[src/rtl/tiny_alu_mc.sv]
// ---------------------------------------------------------------------------
// tiny_alu_mc
//   Multi-cycle unsigned ALU with a start/done handshake. One operation is
//   accepted when i_start is high and the unit is idle. ADD, AND, XOR, SUB
//   and illegal opcodes complete one cycle after accept. MUL completes
//   MUL_LAT cycles after accept. NOP is accepted silently and produces no
//   completion.
//
// Ports
//   i_clk     clock, rising edge
//   i_rst     synchronous reset, active-high
//   i_start   request, sampled on the rising edge
//   i_op      opcode (000 NOP, 001 ADD, 010 AND, 011 XOR, 100 MUL, 101 SUB)
//   i_a, i_b  WIDTH-bit unsigned operands, latched on accept
//   o_busy    operation in flight; i_start is ignored while high
//   o_done    one-cycle completion pulse
//   o_err     qualified by o_done; 1 = illegal opcode
//   o_result  2*WIDTH-bit result of the last legal completed op
// ---------------------------------------------------------------------------
module tiny_alu_mc #(
   parameter int WIDTH   = 8,
   parameter int MUL_LAT = 3
) (
   input  logic                 i_clk,
   input  logic                 i_rst,
   input  logic                 i_start,
   input  logic [2:0]           i_op,
   input  logic [WIDTH-1:0]     i_a,
   input  logic [WIDTH-1:0]     i_b,
   output logic                 o_busy,
   output logic                 o_done,
   output logic                 o_err,
   output logic [2*WIDTH-1:0]   o_result
);

   localparam logic [2:0] OP_NOP = 3'b000;
   localparam logic [2:0] OP_ADD = 3'b001;
   localparam logic [2:0] OP_AND = 3'b010;
   localparam logic [2:0] OP_XOR = 3'b011;
   localparam logic [2:0] OP_MUL = 3'b100;
   localparam logic [2:0] OP_SUB = 3'b101;

   localparam int CNT_W = (MUL_LAT > 1) ? $clog2(MUL_LAT) : 1;

   // SUB keeps the WIDTH-bit difference plus the borrow in bit WIDTH.
   localparam logic [2*WIDTH-1:0] SUB_MASK = {{(WIDTH-1){1'b0}}, {(WIDTH+1){1'b1}}};

   typedef enum logic [1:0] {
      S_IDLE,
      S_EXEC,
      S_MUL
   } state_t;

   state_t               r_state;
   logic [CNT_W-1:0]     r_cnt;
   logic [2:0]           r_op;
   logic [WIDTH-1:0]     r_a;
   logic [WIDTH-1:0]     r_b;
   logic                 r_busy;
   logic                 r_done;
   logic                 r_err;
   logic [2*WIDTH-1:0]   r_result;

   function automatic logic f_is_legal(input logic [2:0] op);
      return (op == OP_ADD) || (op == OP_AND) || (op == OP_XOR) ||
             (op == OP_MUL) || (op == OP_SUB);
   endfunction

   // Operands are zero-extended to the result width so that the carry of
   // ADD, the borrow of SUB and the full MUL product fall out naturally.
   function automatic logic [2*WIDTH-1:0] f_alu(input logic [2:0]       op,
                                               input logic [WIDTH-1:0] a,
                                               input logic [WIDTH-1:0] b);
      logic [2*WIDTH-1:0] za;
      logic [2*WIDTH-1:0] zb;
      logic [2*WIDTH-1:0] r;
      za = {{WIDTH{1'b0}}, a};
      zb = {{WIDTH{1'b0}}, b};
      case (op)
         OP_ADD:  r = za + zb;
         OP_AND:  r = za & zb;
         OP_XOR:  r = za ^ zb;
         OP_SUB:  r = (za - zb) & SUB_MASK;
         OP_MUL:  r = za * zb;
         default: r = '0;
      endcase
      return r;
   endfunction

   always_ff @(posedge i_clk) begin
      if (i_rst) begin
         r_state  <= S_IDLE;
         r_cnt    <= '0;
         r_busy   <= 1'b0;
         r_done   <= 1'b0;
         r_err    <= 1'b0;
         r_result <= '0;
      end else begin
         r_done <= 1'b0;
         unique case (r_state)
            S_IDLE: begin
               if (i_start && (i_op != OP_NOP)) begin
                  r_op   <= i_op;
                  r_a    <= i_a;
                  r_b    <= i_b;
                  r_busy <= 1'b1;
                  if (i_op == OP_MUL) begin
                     // Counter expires after MUL_LAT-1 further cycles; with
                     // MUL_LAT=1 it starts at zero and completes like EXEC.
                     r_cnt   <= CNT_W'(MUL_LAT - 1);
                     r_state <= S_MUL;
                  end else begin
                     r_state <= S_EXEC;
                  end
               end
            end
            S_EXEC: begin
               r_state <= S_IDLE;
               r_busy  <= 1'b0;
               r_done  <= 1'b1;
               r_err   <= !f_is_legal(r_op);
               // An illegal op leaves the previous result in place.
               if (f_is_legal(r_op)) begin
                  r_result <= f_alu(r_op, r_a, r_b);
               end
            end
            S_MUL: begin
               if (r_cnt == '0) begin
                  r_state  <= S_IDLE;
                  r_busy   <= 1'b0;
                  r_done   <= 1'b1;
                  r_err    <= 1'b0;
                  r_result <= f_alu(OP_MUL, r_a, r_b);
               end else begin
                  r_cnt <= r_cnt - 1'b1;
               end
            end
            default: begin
               r_state <= S_IDLE;
               r_busy  <= 1'b0;
            end
         endcase
      end
   end

   assign o_busy   = r_busy;
   assign o_done   = r_done;
   assign o_err    = r_err;
   assign o_result = r_result;

endmodule

[config.mk]
export PLATFORM = sky130hd
export DESIGN_NAME = tiny_alu_mc
export DESIGN_NICKNAME = d
export VERILOG_FILES = /design/src/rtl/tiny_alu_mc.sv
export SDC_FILE = /design/constraint.sdc
export NUM_CORES = 1
export LEC_CHECK = 0
export CORE_ASPECT_RATIO = 1.1
export CORE_MARGIN = 1
export CORE_UTILIZATION = 60
export DETAILED_ROUTE_END_ITERATION = 6
export GPL_TIMING_DRIVEN = 0
export PLACE_DENSITY = 0.83
export SYNTH_ARGS = -nofsm -noshare
export SYNTH_HDL_FRONTEND = slang
export SYNTH_SLANG_ARGS = --single-unit
[constraint.sdc]
create_clock -name i_clk -period 7.2 [get_ports i_clk]
set_input_delay 1.08 -clock i_clk [delete_from_list [all_inputs] [get_ports i_clk]]
set_output_delay 1.08 -clock i_clk [all_outputs]
set_load 0.02 [all_outputs]
[Word level (Yosys, flattened, before mapping)]
Index checks and enable logic that the tools add are counted.
Widths: inputs -> output; s select.
Storage, ports and cells
  logic and storage cells: 63
  register bits after elaboration: 42
  input port bits: 22
  output and inout bits: 19
Cells by class
  muxes and demuxes: 18
  bitwise gates (word level): 3
  $add $sub $neg: 3
  reduce and logical (&&, ||, !) cells: 16
  equal/unequal tests: 13
  multiply operators: 1
Operators by type and width (number)
  $pmux 16 s5: 1
  $mux 16: 2
  $pmux 16 s2: 1
  $mul 8x8->16: 1
  $mux 2: 6
  $ne 2x2->1 const B: 5
  $add 8x8->9: 1
  $eq 3x3->1 const B: 3
  $sub 8x8->9: 1
  $and 8x8->8: 1
  $pmux 2 s2: 2
  $xor 8x8->8: 1
  $eq 3x2->1 const B: 2
  $pmux 1 s2: 3
  $reduce_and 3->1: 2
  $logic_not 2->1: 2
  $logic_or 1x1->1: 4
  $reduce_and 2->1: 2
  $reduce_and 4->1: 1
  $reduce_bool 2->1: 2
  $eq 3x1->1 const B: 1
  $mux 1: 3
  $reduce_bool 3->1: 1
  $eq 2x1->1 const B: 1
  other kinds (5): 5

[Logic depth before layout (Yosys ltp)]
  depth in word-level cells: 7
  mapped depth: 16
  depth with buffers taken out: 15

[Worst setup path after synthesis]
OpenSTA, ideal clock, no wires.
  path kind: register -> register
  start point: register r_b[4]
  end point: register r_result[14], in the netlist o_result[14]
  clock period less this slack: 4.429 ns
  slack: 2.771 ns
  setup time: 0.117 ns
  required time: 7.083 ns
  arrival: 4.312 ns
  cell stages (with the launch flop): 15
  path buffers: 1
  cell sequence: edfxtp_1 -> clkbuf_1 -> and2_1 -> fa_1 -> fa_1 -> inv_1 -> fa_1 -> fa_1 -> inv_1 -> ha_1 -> a21o_1 -> a21oi_4 -> a211oi_2 -> or4_1 -> a32o_1
On the way
  longest elaborated chain between the ends: 4
  elaborated cells on any way between the ends: 5
  those cells by class: mul: 1; mux: 4
Ends and longest elaborated chain
  start, declared: line 58  | logic [WIDTH-1:0] r_b;
  start signal, assigned: line 105  | r_b <= i_b;
  $mul 8x8->16 *: line 84  | OP_MUL: r = za * zb;
  $pmux 16 s5: line 79  | case (op)
  $mux 16: line 123  | if (f_is_legal(r_op)) begin
  $pmux 16 s2 *: line 100  | unique case (r_state)
  end signal, assigned: line 124  | r_result <= f_alu(r_op, r_a, r_b);
  end signal, assigned: line 133  | r_result <= f_alu(OP_MUL, r_a, r_b);
  end, declared: line 62  | logic [2*WIDTH-1:0] r_result;
Every way passes the cells marked *; elsewhere a longest branch is shown, timed or not. The select of a mux whose other input is x is not followed.
A chain may end at the register's enable or synchronous reset.

[Worst setup path in the final report]
  start point: register r_b[7]
  end point: register r_result[14], in the netlist o_result[14]
The elaborated chain is that of the path after synthesis.

==> results.py <==
metrics = {
    "logic_synthesis": {
        "ys_types": 63,
        "synth_seq_cells": 42,
        "syn_inst": 498,
        "syn_nets": 614,
        "ys_warn_count": 0,
        "syn-cell-area_mm2": 0.00459,
        "synth_seq_area_share": 0.225,
        "synth_edf_count": 19,
        "synthFlopType": "dfxtp_1",
        "async_reset_ff_frac": 0,
        "avgSynthCellArea_um2": 9.22,
    },
    "drt": {
        "routed_wirelength_mm": 11.2,
        "vias_per_cell": 6.01,
        "wl_per_cell_um": 17.6,
        "drtIter0Drc": 220,
        "vias": 3809,
        "drc_errors": 0,
        "ant_nets": 0,
        "dr.pass1.iters": 5,
    },
    "global_route": {
        "antenna_found_initial": 0,
        "grt_overflow": 0,
        "grtUsageTotal": 0.300,
        "grt_pass1_vias": 3874,
        "grt_pass1_wl_mm": 18.7,
        "grt_max_degree": 15,
    },
    "pwr": {
        "peakVddDrop_v": 0.000142,
        "power.leakage_nw": 2.31,
        "power_density_mw_per_mm2": 196,
    },
    "sta": {
        "slew_headroom": 0.439,
        "whs_ps": 476,
        "grt_setup_unrepaired": "no",
        "drv_slew": 0,
        "clock_skew_ps": 8.31,
        "max_freq_ghz": 0.207,
        "tns_ps": 0,
        "worstMarginPinSlew_ps": 839,
        "setup_ws_ps": 2380,
        "fin_crit_ps": 4820,
        "hold_violations": 0,
        "setup_viol": 0,
        "min_period_over_period": 0.670,
    },
    "finish": {
        "area_growth_pct": 14.4,
        "antenna_cells": 0,
        "fin_util": 0.707,
        "layout_common_cells": "59 x inv_1, 57 x ha_1, 44 x and2_1",
        "layout_commonest_cell": "inv_1",
        "final_cells": 634,
        "drive_above_1_share": 0.0475,
        "finalNetCount": 662,
    },
    "critical_path": {
        "setup.worst_path.end_class": "register",
        "arrival_ps": 5020,
        "crit_fanout": 9,
        "cp-start-kind": "register",
        "crit_required_ps": 7400,
        "critical_path_class": "register to register",
    },
    "clock_network": {
        "cts_setup_buffers": 0,
        "clkLatencyLatePin_ps": 300,
        "root_buffer": "clkbuf_8",
        "numCtsBuffers": 5,
        "cts_hold_buf": 0,
        "cts_sinks": 42,
        "cts_tree": "yes",
        "ctsHtreeMaxLevel": 2,
        "path_clk_slew_ps": 90,
        "cts_max_path_buffers": 2,
        "cts_resized": 0,
    },
    "outcome": {
        "status": "finished, final reports clean",
    },
    "die": {
        "start_util": 0.618,
        "die_x_um": 85.4,
        "die_area_mm2": 0.00801,
        "row_count": 33,
        "pin_count": 41,
        "coreArea_mm2": 0.00743,
        "die_h_um": 93.7,
    },
    "placement": {
        "pre_cts_ws_ps": 2430,
        "port_buffers": 40,
        "gp_congestion": 0.881,
        "hpwl_mm": 8.65,
        "dp.cells": 626,
    },
    "worst_hold_path": {
        "hp-class": "register to register",
    },
    "job": {
        "cap_viol_max_count": 0,
    },
}
==> sequential cells by signal, indices dropped and copies added, names as in the netlist <==
signal    count
o_result     16
r_a           8
r_b           8
r_op          3
r_cnt         2
r_state       2
o_busy        1
o_done        1
o_err         1
==> worst max-delay path, stage by stage, from the launching register on <==
cell	delay [ps]
edfxtp_1	370
clkbuf_1	400
nand2_1	150
fa_1	530
fa_1	550
inv_1	70
fa_1	550
inv_1	60
fa_1	540
inv_1	40
ha_1	360
nand4_1	250
a211oi_2	120
or4_1	470
a32o_1	250
==> cells in the mapped netlist (12+ instances only) <==
| cell type | instances | area share |
|---|---|---|
| inv_1 | 59 | 0.048 |
| ha_1 | 57 | 0.16 |
| and2_1 | 44 | 0.060 |
| fa_1 | 37 | 0.16 |
| nor2_1 | 33 | 0.027 |
| nand2_1 | 29 | 0.024 |
| dfxtp_1 | 23 | 0.10 |
| edfxtp_1 | 19 | 0.12 |
| a21oi_1 | 18 | 0.020 |
| nor3_1 | 15 | 0.016 |
| o21ai_0 | 15 | 0.016 |
| clkbuf_1 | 12 | 0.0098 |
==> area by class of cell <==
type,instances,area (µm²)
inverter,59,221
buffer,19,93.8
tap,87,109
multi-input combinational,378,3250
timing repair buffer,41,412
fill,585,2180
clock inverter,3,68.8
clock buffer,5,68.8
sequential,42,1030
==> worst paths after layout <==
check | end | slack (ps) | cells after the start | start
worst max register to register | o_result[14] | 2380 | 14 | r_b[7]
worst min-delay path | o_result[12] | 480 | 2 | o_result[12]
worst max-delay path | o_result[14] | 2380 | 14 | r_b[7]
worst min register to register | o_result[12] | 480 | 2 | o_result[12]
==> per-layer routing <==
layer,wire (µm),track usage,vias up
met5,0,0,-
met4,285,0.101,0
met3,551,0.0369,20
met2,5370,0.507,116
met1,4950,0.397,1842
li1,-,-,1831
==> kinds of logic (layout without fill, tap and decap cells) <==
family | count (synthesis) | count (layout) | synth area share
muxes | 11 | 11 | 0.0243
and+or+nand+nor | 166 | 166 | 0.193
adders and majority gates | 94 | 94 | 0.317
buffers and inverters | 78 | 127 | 0.0687
xor gates and xnor gates | 14 | 14 | 0.0267
DFF | 42 | 42 | 0.225
AOI/OAI and AO/OA | 93 | 93 | 0.146
==> power breakdown <==
part           switching (mW)  internal [mW]  leakage, nW
sequential             0.0131          0.263        0.363
clock                  0.0972          0.139       0.0683
combinational           0.306          0.211         1.88
total                   0.416          0.614         2.31
==> through the flow <==
| step | area (µm²) | power, mW |
|---|---|---|
| 6_report | 5250 | 1.03 |
| 5_1_grt | 5250 | 1.10 |
| 4_1_cts | 5250 | 1.02 |
| 3_5_place_dp | 5120 | 0.783 |
| 3_3_place_gp | 5100 | 0.765 |
| 2_1_floorplan | 4590 | 0.652 |
(Power assumes the default switching activity.)
==> patch, RTL diff (same settings) <==
Register the output `o_result` once more, without a reset; this adds one clock of latency there. The other outputs are not delayed to match.
--- a/src/rtl/tiny_alu_mc.sv
+++ b/src/rtl/tiny_alu_mc.sv
@@ -148,3 +148,5 @@
    assign o_err    = r_err;
-   assign o_result = r_result;
+   always_ff @(posedge i_clk) begin
+      o_result <= r_result;
+   end
 
Behaviour: not the same (Yosys sat finds a counterexample within 4 cycles, from zero or initial values and one cycle with i_rst high).
==> patch against the unedited design <==
Fmax grew 0.49%. Largest power group unchanged. Combinational power grew 2%. Sequential share of layout area grew 4.8 points. Critical path depth grew 2. Sequential cell count grew 16. Synthesized area grew 4.7%. Worst setup slack gained 0.023 ns. Global-route usage shrank 2.8 points. Design area grew 5.1%. Sequential power grew 34%. Power grew 13%. Routed wire length shrank 8.8%. Die area grew 4.6%.
==> patch: results (changes against the unedited design) <==
metric	value	unit	change
status	complete, no violations		
Synth Area in Compound Gates	0.1406		-0.005228
fill count	578		-1.2%
Worst EP arrival	5.04	ns	+0.02 ns
DP Wirelength	8.019	mm	-7.3%
multiplexer area fraction after synthesis	0.01250		-0.01176
synth cell count leaders	ha_1 (57), inv_1 (57), and2_1 (44), dfxtp_1 (39), fa_1 (37)		
GRT met2 Usage	0.4479		-0.05942
P_seq	0.371	mW	+34%
placed insts	638		+1.9%
Synth warnings	0		unchanged
CTS clk-pin slew, worst paths	0.07	ns	-0.02 ns
layout cells sized above 1	0.06022		+0.01269
adder-cell share of the synthesized area	0.3025		-0.01418
drt pass-1 iters	5		unchanged
vias per cell	5.658		-5.8%
CTS Sinks	58		+38%
initial DRC count	186		-15%
XOR/XNOR Fraction of Synth Area	0.04009		+0.01338
largest net degree at the start of global routing	16		+1
skew final	0.009513	ns	+0.001207 ns
placer congestion estimate	0.8764		-0.53%
Clk. pwr	0.266	mW	+13%
CP max stage cell	fa_1		
post-synthesis sequential area ratio	0.2812		+0.05659
Lkg Pwr	2.489	nW	+7.8%
final-stage net count	660		-0.30%
cts bufs inserted	9		+4
Post-Syn Nets	608		-0.98%
met3 GRT Util	0.06261		+0.02570
pre-CTS WS	2.426	ns	-0.002430 ns
CTS root buffer	clkbuf_8		
Slew @ Worst Pin	0.5709	ns	-0.2677 ns
CP top delay family	adder cells		
wire length on met3	542	um	-1.6%
Syn Area/Cell	9.768	um2	+6.0%
post-synthesis cell type count	61		-3.2%
H-tree depth	3		+1
number of global-route vias before repair	3672		-5.2%
largest cells by area after synthesis	dfxtp_1 (16%), fa_1 (15%), ha_1 (15%), edfxtp_1 (12%), and2_1 (5.7%)		
Cell Count, Final, Fillers Out	653		+3.0%
number of flops mapped to enable cells by yosys	19		unchanged
M1 WL	4.486	mm	-9.4%
NetSw	0.4415	mW	+6.1%
initial antenna violation count	0		unchanged
placed inst area	0.005354	mm2	+4.6%
uppermost layer routed	met4		
Worst VDD drop	0.1156	mV	-18%
peak fanout along the critical path	9		unchanged
Routed met2 length	4.795	mm	-11%
Clock Latency Late Sink	0.34	ns	+0.04 ns
GRT Total Usage	0.2714		-0.02834
met1 usage	0.3344		-0.06242
Hold WC Path Type	register to register		
DR WL/cell	15.58	um	-11%
first-pass GRT wire length	17.07	mm	-8.8%
cell area power density	210.5	mW/mm2	+7.4%
Synth Flop Type	dfxtp_1		
-- patch: path summary, 6_finish.rpt --
check	from	end	slack [ns]	depth (start not counted)
setup / recovery	r_b[7]$_DFFE_PP_	r_result[15]$_SDFFE_PP0P_	2.40	16
hold / removal	r_result[5]$_SDFFE_PP0P_	o_result[5]$_DFF_P_	0.35	0
setup reg to reg	r_b[7]$_DFFE_PP_	r_result[15]$_SDFFE_PP0P_	2.40	16
hold reg to reg	r_result[5]$_SDFFE_PP0P_	o_result[5]$_DFF_P_	0.35	0
-- patch: cell type report --
cell class / instances / area (um2) / area share
Multi-Input combinational cell: 361 / 3166 / 0.5730
Sequential cell: 58 / 1351 / 0.2446
Inverter: 57 / 214.0 / 0.03873
Timing Repair Buffer: 41 / 411.6 / 0.07452
Buffer: 16 / 80.08 / 0.01450
Tap cell: 105 / 131.4 / 0.02378
Clock buffer: 12 / 155.1 / 0.02809
Clock inverter: 3 / 15.01 / 0.002718
